`src/rtl/dot_engine.sv`:
```
// Streaming signed dot-product stage: consumes interleaved W/X words,
// multiply-accumulates vec_len pairs and returns one result word.
module dot_engine #(
  parameter int DATA_WIDTH = 16,
  parameter int ACC_WIDTH  = 40,
  parameter int LEN_WIDTH  = 16
) (
  input  logic                  clk,
  input  logic                  rst_n,
  input  logic                  start,
  input  logic [LEN_WIDTH-1:0]  vec_len,
  input  logic                  src_vld,
  output logic                  src_rdy,
  input  logic [DATA_WIDTH-1:0] src_data,
  output logic                  result_vld,
  input  logic                  result_rdy,
  output logic [ACC_WIDTH-1:0]  result_data,
  output logic                  busy
);

  typedef enum logic [1:0] {
    S_IDLE,
    S_GET_W,
    S_GET_X,
    S_RESULT
  } state_t;

  state_t r_state;
  state_t w_next;

  logic [DATA_WIDTH-1:0]          r_w;
  logic [ACC_WIDTH-1:0]           r_acc;
  logic [LEN_WIDTH-1:0]           r_cnt;
  logic [ACC_WIDTH-1:0]           r_res;
  logic signed [2*DATA_WIDTH-1:0] w_prod;
  logic signed [ACC_WIDTH-1:0]    w_prod_ext;
  logic [ACC_WIDTH-1:0]           w_sum;
  logic                           w_last;

  assign w_prod     = $signed(r_w) * $signed(src_data);
  assign w_prod_ext = ACC_WIDTH'(w_prod);
  assign w_sum      = r_acc + w_prod_ext;
  assign w_last     = (r_cnt == LEN_WIDTH'(1));

  always_ff @(posedge clk or negedge rst_n) begin
    if (!rst_n) r_state <= S_IDLE;
    else        r_state <= w_next;
  end

  always_comb begin
    w_next = r_state;
    unique case (r_state)
      S_IDLE: begin
        if (start)
          w_next = (vec_len != '0) ? S_GET_W : S_RESULT;
      end
      S_GET_W: begin
        if (src_vld) w_next = S_GET_X;
      end
      S_GET_X: begin
        if (src_vld) w_next = w_last ? S_RESULT : S_GET_W;
      end
      S_RESULT: begin
        if (result_rdy) w_next = S_IDLE;
      end
      default: w_next = S_IDLE;
    endcase
  end

  // Handshake outputs depend on registered state only.
  always_comb begin
    src_rdy    = 1'b0;
    result_vld = 1'b0;
    busy       = 1'b1;
    unique case (r_state)
      S_IDLE:   busy       = 1'b0;
      S_GET_W:  src_rdy    = 1'b1;
      S_GET_X:  src_rdy    = 1'b1;
      S_RESULT: result_vld = 1'b1;
      default:  busy       = 1'b0;
    endcase
  end

  always_ff @(posedge clk or negedge rst_n) begin
    if (!rst_n) begin
      r_w   <= '0;
      r_acc <= '0;
      r_cnt <= '0;
      r_res <= '0;
    end else begin
      unique case (r_state)
        S_IDLE: begin
          if (start) begin
            r_acc <= '0;
            r_cnt <= vec_len;
            if (vec_len == '0) r_res <= '0;
          end
        end
        S_GET_W: begin
          if (src_vld) r_w <= src_data;
        end
        S_GET_X: begin
          if (src_vld) begin
            r_acc <= w_sum;
            r_cnt <= r_cnt - LEN_WIDTH'(1);
            if (w_last) r_res <= w_sum;
          end
        end
        default: ;
      endcase
    end
  end

  assign result_data = r_res;

endmodule

```
`config.mk`:
```
export PLATFORM = sky130hd
export DESIGN_NAME = dot_engine
export DESIGN_NICKNAME = d
export VERILOG_FILES = /design/src/rtl/dot_engine.sv
export SDC_FILE = /design/constraint.sdc
export NUM_CORES = 1
export LEC_CHECK = 0
export CORE_MARGIN = 2
export CORE_UTILIZATION = 40
export CTS_CLUSTER_DIAMETER = 60
export DETAILED_ROUTE_END_ITERATION = 8
export PLACE_DENSITY = 0.64
export SYNTH_ARGS = -nofsm -noshare
export SYNTH_HDL_FRONTEND = slang
export SYNTH_SLANG_ARGS = --single-unit
export TNS_END_PERCENT = 100
```
`constraint.sdc`:
```
create_clock -name clk -period 25.3 [get_ports clk]
set_clock_uncertainty 0.2 [all_clocks]
set_input_delay 5.06 -clock clk [delete_from_list [all_inputs] [get_ports clk]]
set_output_delay 5.06 -clock clk [all_outputs]
set_load 0.1 [all_outputs]
```
==> summary.txt, run 1 <==
Run status
  • Run status: finished, final reports clean

Synth
  • Synth warn: 0
  • Avg Inst Size Synth: ~9 um^2
  • Synth cell types: 76
  • Primary FF master, synth: dfrtp_1
  • Largest area contributor in the netlist: fa_1
  • Sequential cell area fraction in the yosys report: between 15 and 20%
  • Synth area leaders: fa_1 31%, dfrtp_1 17%, ha_1 9.7%
  • Seq cells post-synth: between 100 and 150
  • Synth top area share: a little under a third
  • EDFF count, synth: 0
  • Gate count of the mapped netlist: 1870
  • Ys async rst share: 100%
  • Netlist Area Pre-Place: 16800 um^2
  • Mapped Nets: 2300

Worst setup path
  • Crit end category: flip-flop
  • CP most frequent cell: fa_1
  • CP arrival: 14080 ps
  • Setup CP Type: input port to flip-flop
  • Max incr delay on CP: slightly below 800 ps
  • Startpoint Class: input port
  • Data required time of the critical path: between 20000 and 30000 ps
  • CP Launch Point: src_data[4]
  • Reg2Reg Setup Slack: roughly 16000 ps
  • Reg2reg start: r_w[9]
  • CP max-delay cell: clkdlybuf4s50_1
  • Crit path max fanout: 17

Cells and area
  • Final core occ: 44.7%
  • Multi-input logic area: 12500 um^2
  • Number of diodes: 0
  • Reg area: roughly 2900 um^2
  • # fillers: 4019
  • Share of layout cells above drive strength 1: under 10%
  • Fin nets: approximately 2300
  • Area delta synth->final: 10.8%

Clock tree
  • Cts repair resizes: 0
  • Sink Count: ~110
  • CTS Buf Count: 17
  • Max clock buf depth: 2
  • Worst skew pair latency: approximately 430 ps
  • Worst-path clk slew: about 60 ps
  • H-tree levels: 4
  • Root Buffer: clkbuf_16
  • Post-CTS Hold Fix Bufs: 0
  • Setup Fix Bufs, Post-CTS: 0
  • CTS tree: built

GRT
  • Total track usage: between 20% and 30%
  • Vias in the first global route: ~13000
  • Largest net degree at the start of global routing: 74
  • Initial antenna violation count: 0
  • First-pass GRT wire length: slightly above 70 mm
  • Overflow after GRT: 0

Floorplan
  • Die X: 209 um
  • Core Box Area: around 42000 um^2
  • Die area: 43800 um^2
  • Die H: approximately 210 um
  • Row count: 75
  • Starting Density: between 40 and 50%
  • I/O pin total: 80

STA
  • Worst slew pin tran: approximately 1000 ps
  • Max_slew headroom: between 30% and 40%
  • Final worst-path setup slack: 11340 ps
  • Minimum clock period after layout: about 14000 ps
  • Setup TNS: 0 ps
  • Crit share post-route: approximately 55%
  • Max-slew violations: 0
  • RSZ-0062 raised after global routing: false
  • Highest clock rate: 71.6 MHz
  • Fin. Hold Viols: 0
  • Hold_ws: between 200 and 300 ps
  • Final setup violation count: 0

Route
  • Vias per cell: 5.20
  • DR DRC count: 0
  • Post-Route WL: between 40 and 50 mm
  • Routed wire per std cell: about 17 um
  • Drt pass-1 iters: 5
  • Routed via count: about 13000
  • Initial DRC Count: between 900 and 1000
  • DRT antenna net count: 0

Placed design
  • Placement Setup Slack: ~11000 ps
  • Port Buffer Count: between 70 and 80
  • GPL Wtd Cong: around 0.86
  • Post-DP HPWL: 32.5 mm

Min path
  • Hold path start: result_data[29]
  • Hold Crit Class: flip-flop to flip-flop

Run
  • Max_cap viols: 0
==> cell usage in the layout, fill, tap and decap left out, types with 72 or more instances in the layout <==
cell             Yosys  layout
fa_1               263     263
ha_1               130     129
clkdlybuf4s50_1      0      78
nand2_1            266     265
nor2_1              72      72
and2_1             129     129
inv_1              310     310
a21oi_1             81      81
o21ai_0             87      87
dfrtp_1            114     114
==> flip-flops by register name, indices dropped and copies added (netlist names) <==
name         count
r_w             16
result_data     40
r_acc           40
r_state          2
r_cnt           16
==> kinds of logic after synthesis <==
logic type / after synthesis / share of synthesized area [%]
flip-flops: 114 / 16.9
XOR/XNOR: 65 / 3.42
adder cells (fa/ha/maj): 393 / 40.9
buffers and inverters: 383 / 8.83
AND/OR/NAND/NOR: 578 / 16.4
AO/OA/AOI/OAI: 312 / 11.9
multiplexers: 25 / 1.66
==> Yosys cell counts, types with 8 or more instances <==
library cell  number
a211oi_1           8
a21o_1            28
a21oi_1           81
a22o_1            15
and2_1           129
clkbuf_1          58
dfrtp_1          114
fa_1             263
ha_1             130
inv_1            310
mux2_2            24
nand2_1          266
nand2b_1          20
nand3_1           23
nor2_1            72
nor3_1            18
o211ai_1          11
o21ai_0           87
o21bai_1           9
o22ai_1           10
xnor2_1           51
xor2_1            13
==> area by class of cell <==
| class | instances | area share [%] |
|---|---|---|
| multi-input cells | 1373 | 67.1 |
| inverters | 311 | 6.28 |
| well taps | 539 | 3.61 |
| flip-flops and latches | 114 | 15.3 |
| clock inverters | 14 | 0.959 |
| repair buffers | 85 | 4.47 |
| clock buffers | 18 | 2.30 |
==> path summary, 6_finish.rpt <==
kind	to	cells after the start
min	result_data[29]	2
min reg2reg	result_data[29]	2
min in group asynchronous	result_data[22]	1
max	result_data[39]	31
max in group asynchronous	r_acc[8]	2
max reg2reg	result_data[39]	29
==> per-layer routing <==
metal | global-route usage (%) | share of wire (%) | routed length (um) | vias up
met5 | 0 | 0 | 0 | -
met3 | 2.60 | 3.7 | 1560 | 41
met1 | 29.4 | 48 | 20000 | 6437
met2 | 33.1 | 47 | 20000 | 267
li1 | - | - | - | 6007
met4 | 4.19 | 1.3 | 544 | 0
==> metrics by stage <==
stage | std cells | cell area, um^2
6_report | 2454 | 18700
5_1_grt | 2454 | 18700
4_1_cts | 2454 | 18700
3_5_place_dp | 2422 | 18000
3_3_place_gp | 2422 | 18000
2_1_floorplan | 1870 | 16800
==> worst max-delay path, delay by kind of cell <==
kind / cells / cell delay, ps
compound gates: 11 / 2810
xor+xnor: 2 / 260
fa+ha+maj: 8 / 3750
buf+inv: 3 / 890
simple gates: 7 / 1260
Power of run 1 is left out: the tool's default activity adds up to more than one toggle a clock period on the data nets, which glitch-free logic cannot reach.
==> inputs of run 2 (changes only) <==
Settings changed: PLACE_DENSITY 0.64 to 0.66.
Clock period 25.3 ns to 12.4 ns, I/O delays scaled along.
==> run 2 against run 1 <==
Sequential share of layout area is essentially flat. Final cell count increased by 0.12%. Utilization is 0.075 points higher. Critical path type unchanged. Largest cell class unchanged.
==> summary.txt, run 2 (synthesized netlist as in run 1, its figures left out) <==
Run status
  • Run status: finished, final reports clean (unchanged)

Route
  • Initial DRC Count: 823 (was 927)
  • Routed via count: 12877 (was 12752)
  • Drt pass-1 iters: 5 (unchanged)
  • Post-Route WL: 40.9 mm (was 42.1 mm)
  • Routed wire per std cell: 16.7 um (was 17.1 um)
  • DRT antenna net count: 0 (unchanged)
  • DR DRC count: 0 (unchanged)
  • Vias per cell: 5.24 (was 5.20)

Floorplan
  • Row count: 75 (unchanged)
  • Die X: 209 um (unchanged)
  • Die H: 209 um (unchanged)
  • Core Box Area: 41800 um^2 (unchanged)
  • Die area: 43800 um^2 (unchanged)
  • I/O pin total: 80 (unchanged)
  • Starting Density: 40.3% (unchanged)

Worst setup path
  • Setup CP Type: input port to flip-flop (unchanged)
  • Worst Setup EP: result_data[39] (unchanged)
  • Reg2Reg Depth: 29 (unchanged)
  • Reg2Reg Capture Point: result_data[39] (unchanged)
  • Max incr delay on CP: 740 ps (was 790 ps)
  • Reg2Reg Setup Slack: 3310 ps (was 16120 ps)
  • Crit end category: flip-flop (unchanged)
  • CP max-delay cell: clkdlybuf4s50_1 (unchanged)
  • CP arrival: 11360 ps (was 14080 ps)
  • CP Launch Point: src_data[4] (unchanged)
  • CP most frequent cell: fa_1 (unchanged)
  • Reg2reg start: r_w[8] (was r_w[9])
  • Data required time of the critical path: 12500 ps (was 25420 ps)
  • Startpoint Class: input port (unchanged)
  • Crit path max fanout: 17 (unchanged)

Cells and area
  • Fin nets: 2335 (was 2332)
  • Most common cell after layout, fill and taps aside: inv_1 (unchanged)
  • Share of layout cells above drive strength 1: 5.16% (was 4.96%)
  • Area delta synth->final: 10.9% (was 10.8%)
  • Number of diodes: 0 (unchanged)
  • Most frequent cells in the layout: 310 x inv_1, 265 x nand2_1, 263 x fa_1, 129 x and2_1, 129 x ha_1 (unchanged)
  • Count of non-filler cells in the finished layout: 2457 (was 2454)

Placed design
  • Placement Setup Slack: 810 ps (was 10920 ps)
  • Post-DP HPWL: 32.2 mm (was 32.5 mm)
  • GPL Wtd Cong: 0.860 (was 0.862)
  • Port Buffer Count: 79 (unchanged)
  • Dpl cells: 2425 (was 2422)

STA
  • Highest clock rate: about 90 MHz
  • RSZ-0062 raised after global routing: false (unchanged)
  • Worst slew pin tran: 994 ps (was 1010 ps)
  • Max-slew violations: 0 (unchanged)
  • Final setup violation count: 0 (unchanged)
  • Setup TNS: 0 ps (unchanged)
  • Crit share post-route: 90.8%
  • Final worst-path setup slack: 1140 ps (was 11340 ps)
  • Hold_ws: 283 ps (was 287 ps)
  • Max_slew headroom: 33.5% (was 32.1%)
  • Minimum clock period after layout: 11260 ps
  • Fin. Hold Viols: 0 (unchanged)

Min path
  • Hold Crit Class: flip-flop to flip-flop (unchanged)

Clock tree
  • H-tree levels: 4 (unchanged)
  • Sink Count: 114 (unchanged)
  • CTS tree: built (unchanged)
  • Cts repair resizes: 0 (unchanged)
  • Post-CTS Hold Fix Bufs: 0 (unchanged)
  • Worst skew pair latency: 420 ps (was 430 ps)
  • Setup Fix Bufs, Post-CTS: 0 (unchanged)
  • CTS Buf Count: 17 (unchanged)
  • Worst-path clk slew: 60 ps (about the same)
  • Max clock buf depth: 2 (unchanged)
  • Root Buffer: clkbuf_16 (unchanged)

GRT
  • Total track usage: 19.8% (was 20.4%)
  • Largest net degree at the start of global routing: 67 (was 74)
  • Initial antenna violation count: 0 (unchanged)
  • Overflow after GRT: 0 (unchanged)
  • Vias in the first global route: 13663 (was 13498)
  • First-pass GRT wire length: 70.2 mm (was 71.2 mm)

Run
  • Max_cap viols: 0 (unchanged)
## run 2: how the worst min path moves through the flow
stage | startpoint | to | slack, ps | cells past startpoint
final | r_acc[19] | r_acc[19] | 280 | 2
after global routing | r_acc[8] | r_acc[8] | 300 | 2
after CTS | r_acc[8] | r_acc[8] | 290 | 2
after detailed placement | result_data[1] | result_data[1] | 270 | 2
after global placement | r_cnt[8] | r_cnt[8] | 260 | 2
after floorplan | r_cnt[8] | r_cnt[8] | 240 | 2
## run 2: metal layers
layer | wire length [um] | global-route usage [%] | up-vias
li1 | - | - | 6017
met1 | 19000 | 28.0 | 6520
met2 | 19700 | 32.7 | 289
met3 | 1640 | 2.61 | 51
met4 | 655 | 4.01 | 0
met5 | 0 | 0 | -
## run 2: critical path: cells and delay by family
family | cells | cell delay [ps]
compound gates | 11 | 2740
simple gates | 7 | 1240
buf+inv | 3 | 840
fa+ha+maj | 8 | 3810
xor+xnor | 2 | 250
## run 2: metrics by stage
stage	cell area [um^2]	util, %
floorplan	16800	-
global placement	18100	43.3
detailed placement	18100	43.3
CTS	18700	44.8
global route	18700	44.8
finish	18700	44.8
## run 2: layout make-up
type	instances	area, um^2
Clock buffer	18	439
Sequential cell	114	2850
Timing Repair Buffer	88	856
Fill cell	4000	23100
Inverter	311	1170
Multi-Input combinational cell	1373	12500
Tap cell	539	674
Clock inverter	14	178
Power of run 2 is left out for the same reason.
==> inputs of run 3 (changes only) <==
Settings changed: CELL_PAD_IN_SITES_DETAIL_PLACEMENT set to 0, CELL_PAD_IN_SITES_GLOBAL_PLACEMENT set to 2, CORE_UTILIZATION 40 to 36, PLACE_DENSITY 0.66 to 0.86.
==> run 3 against run 2 <==
Sequential share of layout area is 0.099 points lower. Clock-buffer cell count is 1 higher. Worst setup slack better by 99 ps. Final cell count is 2.9% higher. Design area is 0.66% higher. Via count is 2.0% lower. Sequential cell count stayed put. Utilization is 4.2 points lower. Hold slack better by 1.8 ps. Non-clock buffer count is 4 higher. Fmax is 0.88% higher. First-iteration DRC count is 19% lower.
==> summary.txt, run 3 (synthesized netlist as in run 1, its figures left out) <==
Run status
  • Run status: finished, final reports clean (unchanged)

Worst setup path
  • Worst path depth: 31 (unchanged)
  • Reg2Reg Depth: 29 (unchanged)
  • Startpoint Class: input port (unchanged)
  • CP Launch Point: src_data[4] (unchanged)
  • Reg2reg start: r_w[9] (was r_w[8])
  • CP arrival: 11290 ps (was 11360 ps)
  • CP most frequent cell: fa_1 (unchanged)
  • Reg2Reg Setup Slack: 3310 ps (about the same)
  • Largest delay share family, worst path: adder cells (unchanged)
  • CP bufs+invs: 3 (unchanged)
  • Data required time of the critical path: 12530 ps (was 12500 ps)
  • Setup CP Type: input port to flip-flop (unchanged)
  • Crit end category: flip-flop (unchanged)
  • Reg2Reg Capture Point: result_data[39] (unchanged)
  • Crit path max fanout: 17 (unchanged)
  • CP max-delay cell: clkdlybuf4s50_1 (unchanged)
  • Max incr delay on CP: 730 ps (was 740 ps)

Floorplan
  • Starting Density: 36.3% (was 40.3%)
  • Core Box Area: 46400 um^2 (was 41800 um^2)
  • I/O pin total: 80 (unchanged)
  • Die area: 48500 um^2 (was 43800 um^2)
  • Row count: 79 (was 75)
  • Die H: 220 um (was 209 um)
  • Die X: 220 um (was 209 um)

GRT
  • Largest net degree at the start of global routing: 74 (was 67)
  • First-pass GRT wire length: 72.7 mm (was 70.2 mm)
  • Vias in the first global route: 13383 (was 13663)
  • Total track usage: 19.2% (was 19.8%)
  • Initial antenna violation count: 0 (unchanged)
  • Overflow after GRT: 0 (unchanged)

Clock tree
  • CTS tree: built (unchanged)
  • Setup Fix Bufs, Post-CTS: 0 (unchanged)
  • CTS Buf Count: 17 (unchanged)
  • Root Buffer: clkbuf_16 (unchanged)
  • Sink Count: 114 (unchanged)
  • H-tree levels: 4 (unchanged)
  • Max clock buf depth: 2 (unchanged)
  • Post-CTS Hold Fix Bufs: 0 (unchanged)
  • Worst-path clk slew: 50 ps (was 60 ps)
  • Cts repair resizes: 0 (unchanged)
  • Worst skew pair latency: 440 ps (was 420 ps)

Route
  • Drt pass-1 iters: 5 (unchanged)
  • Routed via count: 12622 (was 12877)
  • Post-Route WL: 43.3 mm (was 40.9 mm)
  • Vias per cell: 4.99 (was 5.24)
  • DR DRC count: 0 (unchanged)
  • DRT antenna net count: 0 (unchanged)
  • Routed wire per std cell: 17.1 um (was 16.7 um)
  • Initial DRC Count: 664 (was 823)

Cells and area
  • Most frequent cells in the layout: 310 x inv_1, 265 x nand2_1, 263 x fa_1, 129 x and2_1, 129 x ha_1 (unchanged)
  • # fillers: 4606 (was 4000)
  • Area delta synth->final: 11.7% (was 10.9%)
  • Multi-input logic area: 12500 um^2 (unchanged)
  • Reg area: 2850 um^2 (unchanged)
  • Share of layout cells above drive strength 1: 5.31% (was 5.16%)
  • Most common cell after layout, fill and taps aside: inv_1 (unchanged)
  • Fin nets: 2339 (was 2335)
  • Number of diodes: 0 (unchanged)

STA
  • Final setup violation count: 0 (unchanged)
  • RSZ-0062 raised after global routing: false (unchanged)
  • Highest clock rate: 89.6 MHz (was 88.8 MHz)
  • Crit share post-route: 90.0% (was 90.8%)
  • Max-slew violations: 0 (unchanged)
  • Worst slew pin tran: 1120 ps (was 994 ps)
  • Minimum clock period after layout: 11160 ps (was 11260 ps)
  • Max_slew headroom: 25.2% (was 33.5%)
  • Setup TNS: 0 ps (unchanged)
  • Fin. Hold Viols: 0 (unchanged)

Placed design
  • Post-DP HPWL: 33.9 mm (was 32.2 mm)
  • GPL Wtd Cong: 0.876 (was 0.860)
  • Port Buffer Count: 79 (unchanged)

Min path
  • Hold path start: result_data[12] (was r_acc[19])
  • Hold Crit Class: flip-flop to flip-flop (unchanged)
  • Hold depth: 2 (unchanged)
  • Hold endpoint: result_data[12] (was r_acc[19])

Run
  • Max_cap viols: 0 (unchanged)
[run 3: changes by cell type in the layout (fill, tap and decap cells not counted), sizes merged]
cell / before / now
clkinvlp: 4 / 2
buf: 10 / 14
bufinv: 3 / 4
clkbuf: 18 / 19
[run 3: cell type report]
type / count / share of cell area, %
Multi-Input combinational cell: 1373 / 66.5
Tap cell: 607 / 4.04
Clock inverter: 13 / 0.964
Inverter: 311 / 6.23
Timing Repair Buffer: 92 / 4.71
Clock buffer: 19 / 2.35
Sequential cell: 114 / 15.2
[run 3: how the worst max path moves through the flow]
stage / endpoint / slack (ps)
2_1_floorplan: result_data[39] / 2130
3_3_place_gp: result_data[39] / 930
3_5_place_dp: result_data[39] / 900
4_1_cts: result_data[39] / 1270
5_1_grt: result_data[39] / 680
6_report: result_data[39] / 1240
[run 3: worst register-to-register path: cells and delay by family (launching register included)]
kind / cells / cell delay, ps
AOI/OAI and AO/OA: 12 / 2620
DFF: 1 / 880
adders and majority gates: 8 / 3750
and+or+nand+nor: 6 / 1180
buffers and inverters: 1 / 50
xor gates and xnor gates: 2 / 290
[run 3: through the flow]
step	cells	utilization [%]	worst slack [ps]	hold WS [ps]	instance area [um^2]
6_report	2529	40.6	1240	285	18800
3_5_place_dp	2497	39.2	898	264	18200
4_1_cts	2529	40.6	1270	292	18800
3_3_place_gp	2497	39.2	932	259	18200
5_1_grt	2529	40.6	676	308	18800
2_1_floorplan	1870	-	2130	241	16800
[run 3: layer usage]
metal / share of wire [%] / vias up / wire length, um / GRT usage [%]
met2: 46 / 240 / 19900 / 30.4
li1: - / 6034 / - / -
met5: 0 / - / 0 / 0
met4: 1.2 / 0 / 503 / 3.56
met1: 48 / 6310 / 20900 / 27.4
met3: 4.6 / 38 / 1990 / 3.75
Power of run 3 is left out for the same reason.
==> variant 1: new RTL, config.mk and constraints of run 2 <==
Set the parameter `ACC_WIDTH` to 80 (it was 40).
--- a/src/rtl/dot_engine.sv
+++ b/src/rtl/dot_engine.sv
@@ -2,7 +2,7 @@
 // multiply-accumulates vec_len pairs and returns one result word.
 module dot_engine #(
   parameter int DATA_WIDTH = 16,
-  parameter int ACC_WIDTH  = 40,
+  parameter int ACC_WIDTH  = 80,
   parameter int LEN_WIDTH  = 16
 ) (
   input  logic                  clk,
Ports: changed (resized result_data); port bits go from 80 to 120. No check against the original RTL was run, so the function may have changed too.
==> variant 1 against run 2 <==
- the run now ends with DRC left
- fmax shrank 4.6%
- sequential cell count increased by 80
- worst setup slack got worse by 540 ps
- cell area up 36%
- area after synthesis rose by 34%
- die area is 33% higher
- routed wire length grew 53%
- critical endpoint is now r_acc[79]
Power is not shown: default switching activity piles up to over one toggle a cycle in this logic, so the estimate is an artifact.
==> variant 1: results (changes against run 2) <==
* Top FF cell, synth: dfrtp_1
* Crit-path max FO at 25 (+8)
* Layout Nets at 3112 (+33%)
* Synth cell count leaders: nand2_1 (371), inv_1 (333), fa_1 (263)
* Synth area leaders: fa_1 (23%), dfrtp_1 (21%), ha_1 (9.9%), nand2_1 (6.2%), inv_1 (5.5%)
* Synth unique cells at 79 (+3.9%)
* Ys Warns at 0 (unchanged)
* Vias in the first global route at 19500 (+43%)
* # fillers at 5562 (+39%)
* Share of post-route cells with drive strength above 1 at 0.0650 (+0.0134)
* Arrival @ worst endpoint at 12000 ps (+640 ps)
* TritonRoute pass-1 iters at 9 (+4)
* Clock Pin Slew Worst Setup and Hold Paths at 80 ps (+20 ps)
* Cell at the slowest stage of the critical path: xnor2_4
* DPL Wire Length at 49.3 mm (+53%)
* Failing checks: DRC
* Routability cong. at 0.933 (+8.4%)
* Total Routing Usage GR at 0.223 (+0.0247)
* First-pass GRT wire length at 105 mm (+49%)
* Post-synth net total at 3013 (+31%)
* DR iter-0 viols at 1092 (+33%)
* Skew-Pair Late Insertion Delay at 510 ps (+90 ps)
* Largest net degree at the start of global routing at 74 (+10%)
* CTS Root Cell: clkbuf_16
* Status: finished, violations left
* Vias at 18100 (+41%)
* DRC errors left at 1 (+1)
* Pre-CTS setup slack at 122 ps (-688 ps)
* Max stage delay on crit path at 710 ps (-30 ps)
* Register area share after synthesis at 0.215 (+0.0455)
-- variant 1: cells by family after synthesis --
family                     Yosys count  share of synthesized area
muxes                               33                     0.0164
xor gates and xnor gates           108                     0.0425
and+or+nand+nor                    762                      0.160
adders and majority gates          442                      0.332
AOI/OAI and AO/OA                  557                      0.159
buffers and inverters              438                     0.0742
DFF                                194                      0.215
-- variant 1: worst max-delay path: cells and delay by family --
family,cells,cell delay [ps]
adder cells (fa/ha/maj),8,4030
AO/OA/AOI/OAI,13,2920
buffers and inverters,4,1210
XOR/XNOR,2,900
AND/OR/NAND/NOR,3,450
-- variant 1: per-layer routing --
metal,GRT usage,part of all wire,up-vias
li1,-,-,8550
met1,0.285,0.43,9014
met2,0.385,0.50,427
met3,0.0322,0.037,106
met4,0.0768,0.029,0
met5,0,0,-
-- variant 1: through the flow --
step | std cells | cell area, um2 | hold slack (ps)
2_1_floorplan | 2534 | 22600 | 250
3_3_place_gp | 3370 | 24900 | 262
3_5_place_dp | 3370 | 24900 | 266
4_1_cts | 3401 | 25400 | 285
5_1_grt | 3401 | 25400 | 316
6_report | 3401 | 25400 | 277
-- variant 1: layout make-up --
cell class / count / area share
Multi-Input combinational cell: 1902 / 0.634
Sequential cell: 194 / 0.191
Timing Repair Buffer: 185 / 0.0664
Inverter: 333 / 0.0491
Tap cell: 756 / 0.0372
Clock buffer: 18 / 0.0173
Clock inverter: 13 / 0.00546
-- variant 1: worst paths after layout --
kind                                  from               to  slack, ps  cells after the start
setup / recovery               src_data[1]        r_acc[79]        600                     30
hold / removal             result_data[79]  result_data[79]        280                      2
setup reg to reg                    r_w[7]        r_acc[79]       2320                     34
hold reg to reg            result_data[79]  result_data[79]        280                      2
max in group asynchronous            rst_n         r_cnt[2]       8870                      2
min in group asynchronous            rst_n  result_data[37]       1770                      1
-- variant 1: timing repair --
action	4_1_cts	5_1_grt
gates resized for setup	0	0
setup endpoints to repair	0	1
buffers inserted	0	0
==> variant 2: new RTL, settings of run 2 <==
Made on the original files. Reset style: synchronous (`rst_n`), changed in 2 clocked blocks.
--- a/src/rtl/dot_engine.sv
+++ b/src/rtl/dot_engine.sv
@@ -42,7 +42,7 @@
   assign w_sum      = r_acc + w_prod_ext;
   assign w_last     = (r_cnt == LEN_WIDTH'(1));
 
-  always_ff @(posedge clk or negedge rst_n) begin
+  always_ff @(posedge clk) begin
     if (!rst_n) r_state <= S_IDLE;
     else        r_state <= w_next;
   end
@@ -81,7 +81,7 @@
     endcase
   end
 
-  always_ff @(posedge clk or negedge rst_n) begin
+  always_ff @(posedge clk) begin
     if (!rst_n) begin
       r_w   <= '0;
       r_acc <= '0;
Check against the original RTL: not equivalent (a bounded check fails within 4 cycles, from zero or initial values and one cycle with rst_n low; the reset may be asserted at any time).
==> variant 2 against run 2 <==
- cell area shrank 1.5%
- critical path depth shrank 1
- register-to-register slack gained 90 ps
- global-route usage grew 0.52 points
- cell count grew 1.5%
- count of clock-buffer cells in the layout shrank 1
- hold slack lost 14 ps
- largest cell class unchanged
- area after synthesis shrank 1.2%
- sequential cell count is the same
- routed wire length grew 2.9%
- worst setup slack gained 46 ps
Power is left out: the tool's default activity adds up to more than one toggle a clock period on the data nets, which glitch-free logic cannot reach.
==> variant 2: results (changes against run 2) <==
* Synth Area in Compound Gates at 0.144 (+0.0254)
* Largest net degree at the start of global routing at 86 (+28%)
* Max stage delay on crit path at 910 ps (+170 ps)
* Synth cell count leaders: inv_1 (311), fa_1 (263), nand2_1 (240)
* Ys Warns at 0 (unchanged)
* Vias in the first global route at 14100 (+3.0%)
* DPL Wire Length at 32.6 mm (+1.1%)
* Register area share after synthesis at 0.137 (-0.0323)
* Total Routing Usage GR at 0.203 (+0.00520)
* H-tree depth at 4 (unchanged)
* Ys async rst share at 0 (-1.00)
* Worst flop-to-flop path endpoint: r_acc[38]
* Adder-cell area share of the yosys netlist at 0.414 (+0.00489)
* Skew-Pair Late Insertion Delay at 440 ps (+20 ps)
* Hold Slack at 269 ps (-13.6 ps)
* Clock Pin Slew Worst Setup and Hold Paths at roughly 70 ps
* Cell at the slowest stage of the critical path: clkdlybuf4s50_1
* Hold crit path type: reg2reg
* TritonRoute pass-1 iters at 5 (unchanged)
* XOR/XNOR Fraction of Synth Area at 0.0326 (-0.00162)
* First-pass GRT wire length at 72.5 mm (+3.2%)
* Setup Fix Bufs, Post-CTS at 0 (unchanged)
* Status: finished, final reports clean
* Synth unique cells at 78 (+2.6%)
* DR WL/cell at 16.9 um (+1.4%)
* Synth area leaders: fa_1 (32%), dfxtp_1 (14%), ha_1 (9.8%), inv_1 (7.0%), and2_1 (5.7%)
* CTS Root Cell: clkbuf_16
* Hold path cells at 2 (unchanged)
* DRC errors left at 0 (unchanged)
* Arrival @ worst endpoint at 11370 ps (about the same)
* Top FF cell, synth: dfxtp_1
* Routability cong. at 0.904 (+5.1%)
* Crit Reg-Reg Startpoint: r_w[7]
* IO Port Bufs at 79 (unchanged)
* Hold Crit Start: result_data[23]
* TritonCTS buffer count at 17 (unchanged)
* Initial antenna violation count at 0 (unchanged)
* DR iter-0 viols at 882 (+7.2%)
* Ant diodes at 0 (unchanged)
* Worst setup path start: src_data[1]
* Mux contribution to synthesized area at 0.00180 (-0.0148)
* Reg2reg path depth at 30 (+3.4%)
* Post-synth net total at 2356 (+2.4%)
* Post-CTS resize count at 0 (unchanged)
* Vias at 13300 (+3.4%)
* # fillers at 3980 (-0.50%)
* Slew @ Worst Pin at 1080 ps (+86.4 ps)
* Reg2Reg Setup Slack at 3400 ps (+90 ps)
* Share of post-route cells with drive strength above 1 at 0.0321 (-0.0195)
* Crit-path max FO at 17 (unchanged)
* Hold endpoint: result_data[23]
* Max Root-Sink Buffers at 2 (unchanged)
-- variant 2: cell count changes in the layout (fill, tap and decap cells not counted), moves of 22 or more --
cell and change:
nand2_1 -25, dfrtp_1 -114, mux2_2 -24, and2_1 +22, dfxtp_1 +114, a21boi_0 +30
-- variant 2: worst max-delay path, delay by kind of cell --
family	cells	cell delay [ps]
compound gates	11	2190
xor+xnor	1	260
fa+ha+maj	8	4120
buf+inv	5	1410
mux	1	170
simple gates	4	720
-- variant 2: cells by family (layout without fill, tap and decap cells) --
family	count (synthesis)	in the layout
AND/OR/NAND/NOR	610	610
adder cells (fa/ha/maj)	393	393
buffers and inverters	393	429
AO/OA/AOI/OAI	351	351
flip-flops	114	114
XOR/XNOR	62	62
multiplexers	3	3
-- variant 2: worst max-delay path by stage --
stage                                 end  slack (ps)  cells after the start
after global routing            r_acc[39]         440                     30
after detailed placement  result_data[39]         730                     30
after CTS                 result_data[39]        1140                     30
after global placement          r_acc[39]         930                     30
after floorplan                 r_acc[39]        2090                     29
final                           r_acc[39]        1190                     30
-- variant 2: metal layers --
| layer | vias up | track usage | wire [um] |
|---|---|---|---|
| met5 | - | 0 | 0 |
| met4 | 0 | 0.0384 | 484 |
| met2 | 334 | 0.331 | 19800 |
| li1 | 6272 | - | - |
| met3 | 46 | 0.0281 | 1840 |
| met1 | 6663 | 0.290 | 20000 |
-- variant 2: through the flow --
step / area, um2 / instances / setup WS, ps
finish: 18400 / 2494 / 1190
global route: 18400 / 2494 / 445
CTS: 18400 / 2494 / 1140
detailed placement: 17800 / 2462 / 732
global placement: 17800 / 2462 / 932
floorplan: 16600 / 1926 / 2090
-- variant 2: layout make-up --
type / count / area [um2] / share of cell area
well taps: 532 / 666 / 0.0361
repair buffers: 85 / 833 / 0.0453
flip-flops and latches: 114 / 2280 / 0.124
multi-input cells: 1419 / 12900 / 0.700
inverters: 312 / 1170 / 0.0636
clock inverters: 15 / 148 / 0.00802
clock buffers: 17 / 425 / 0.0231
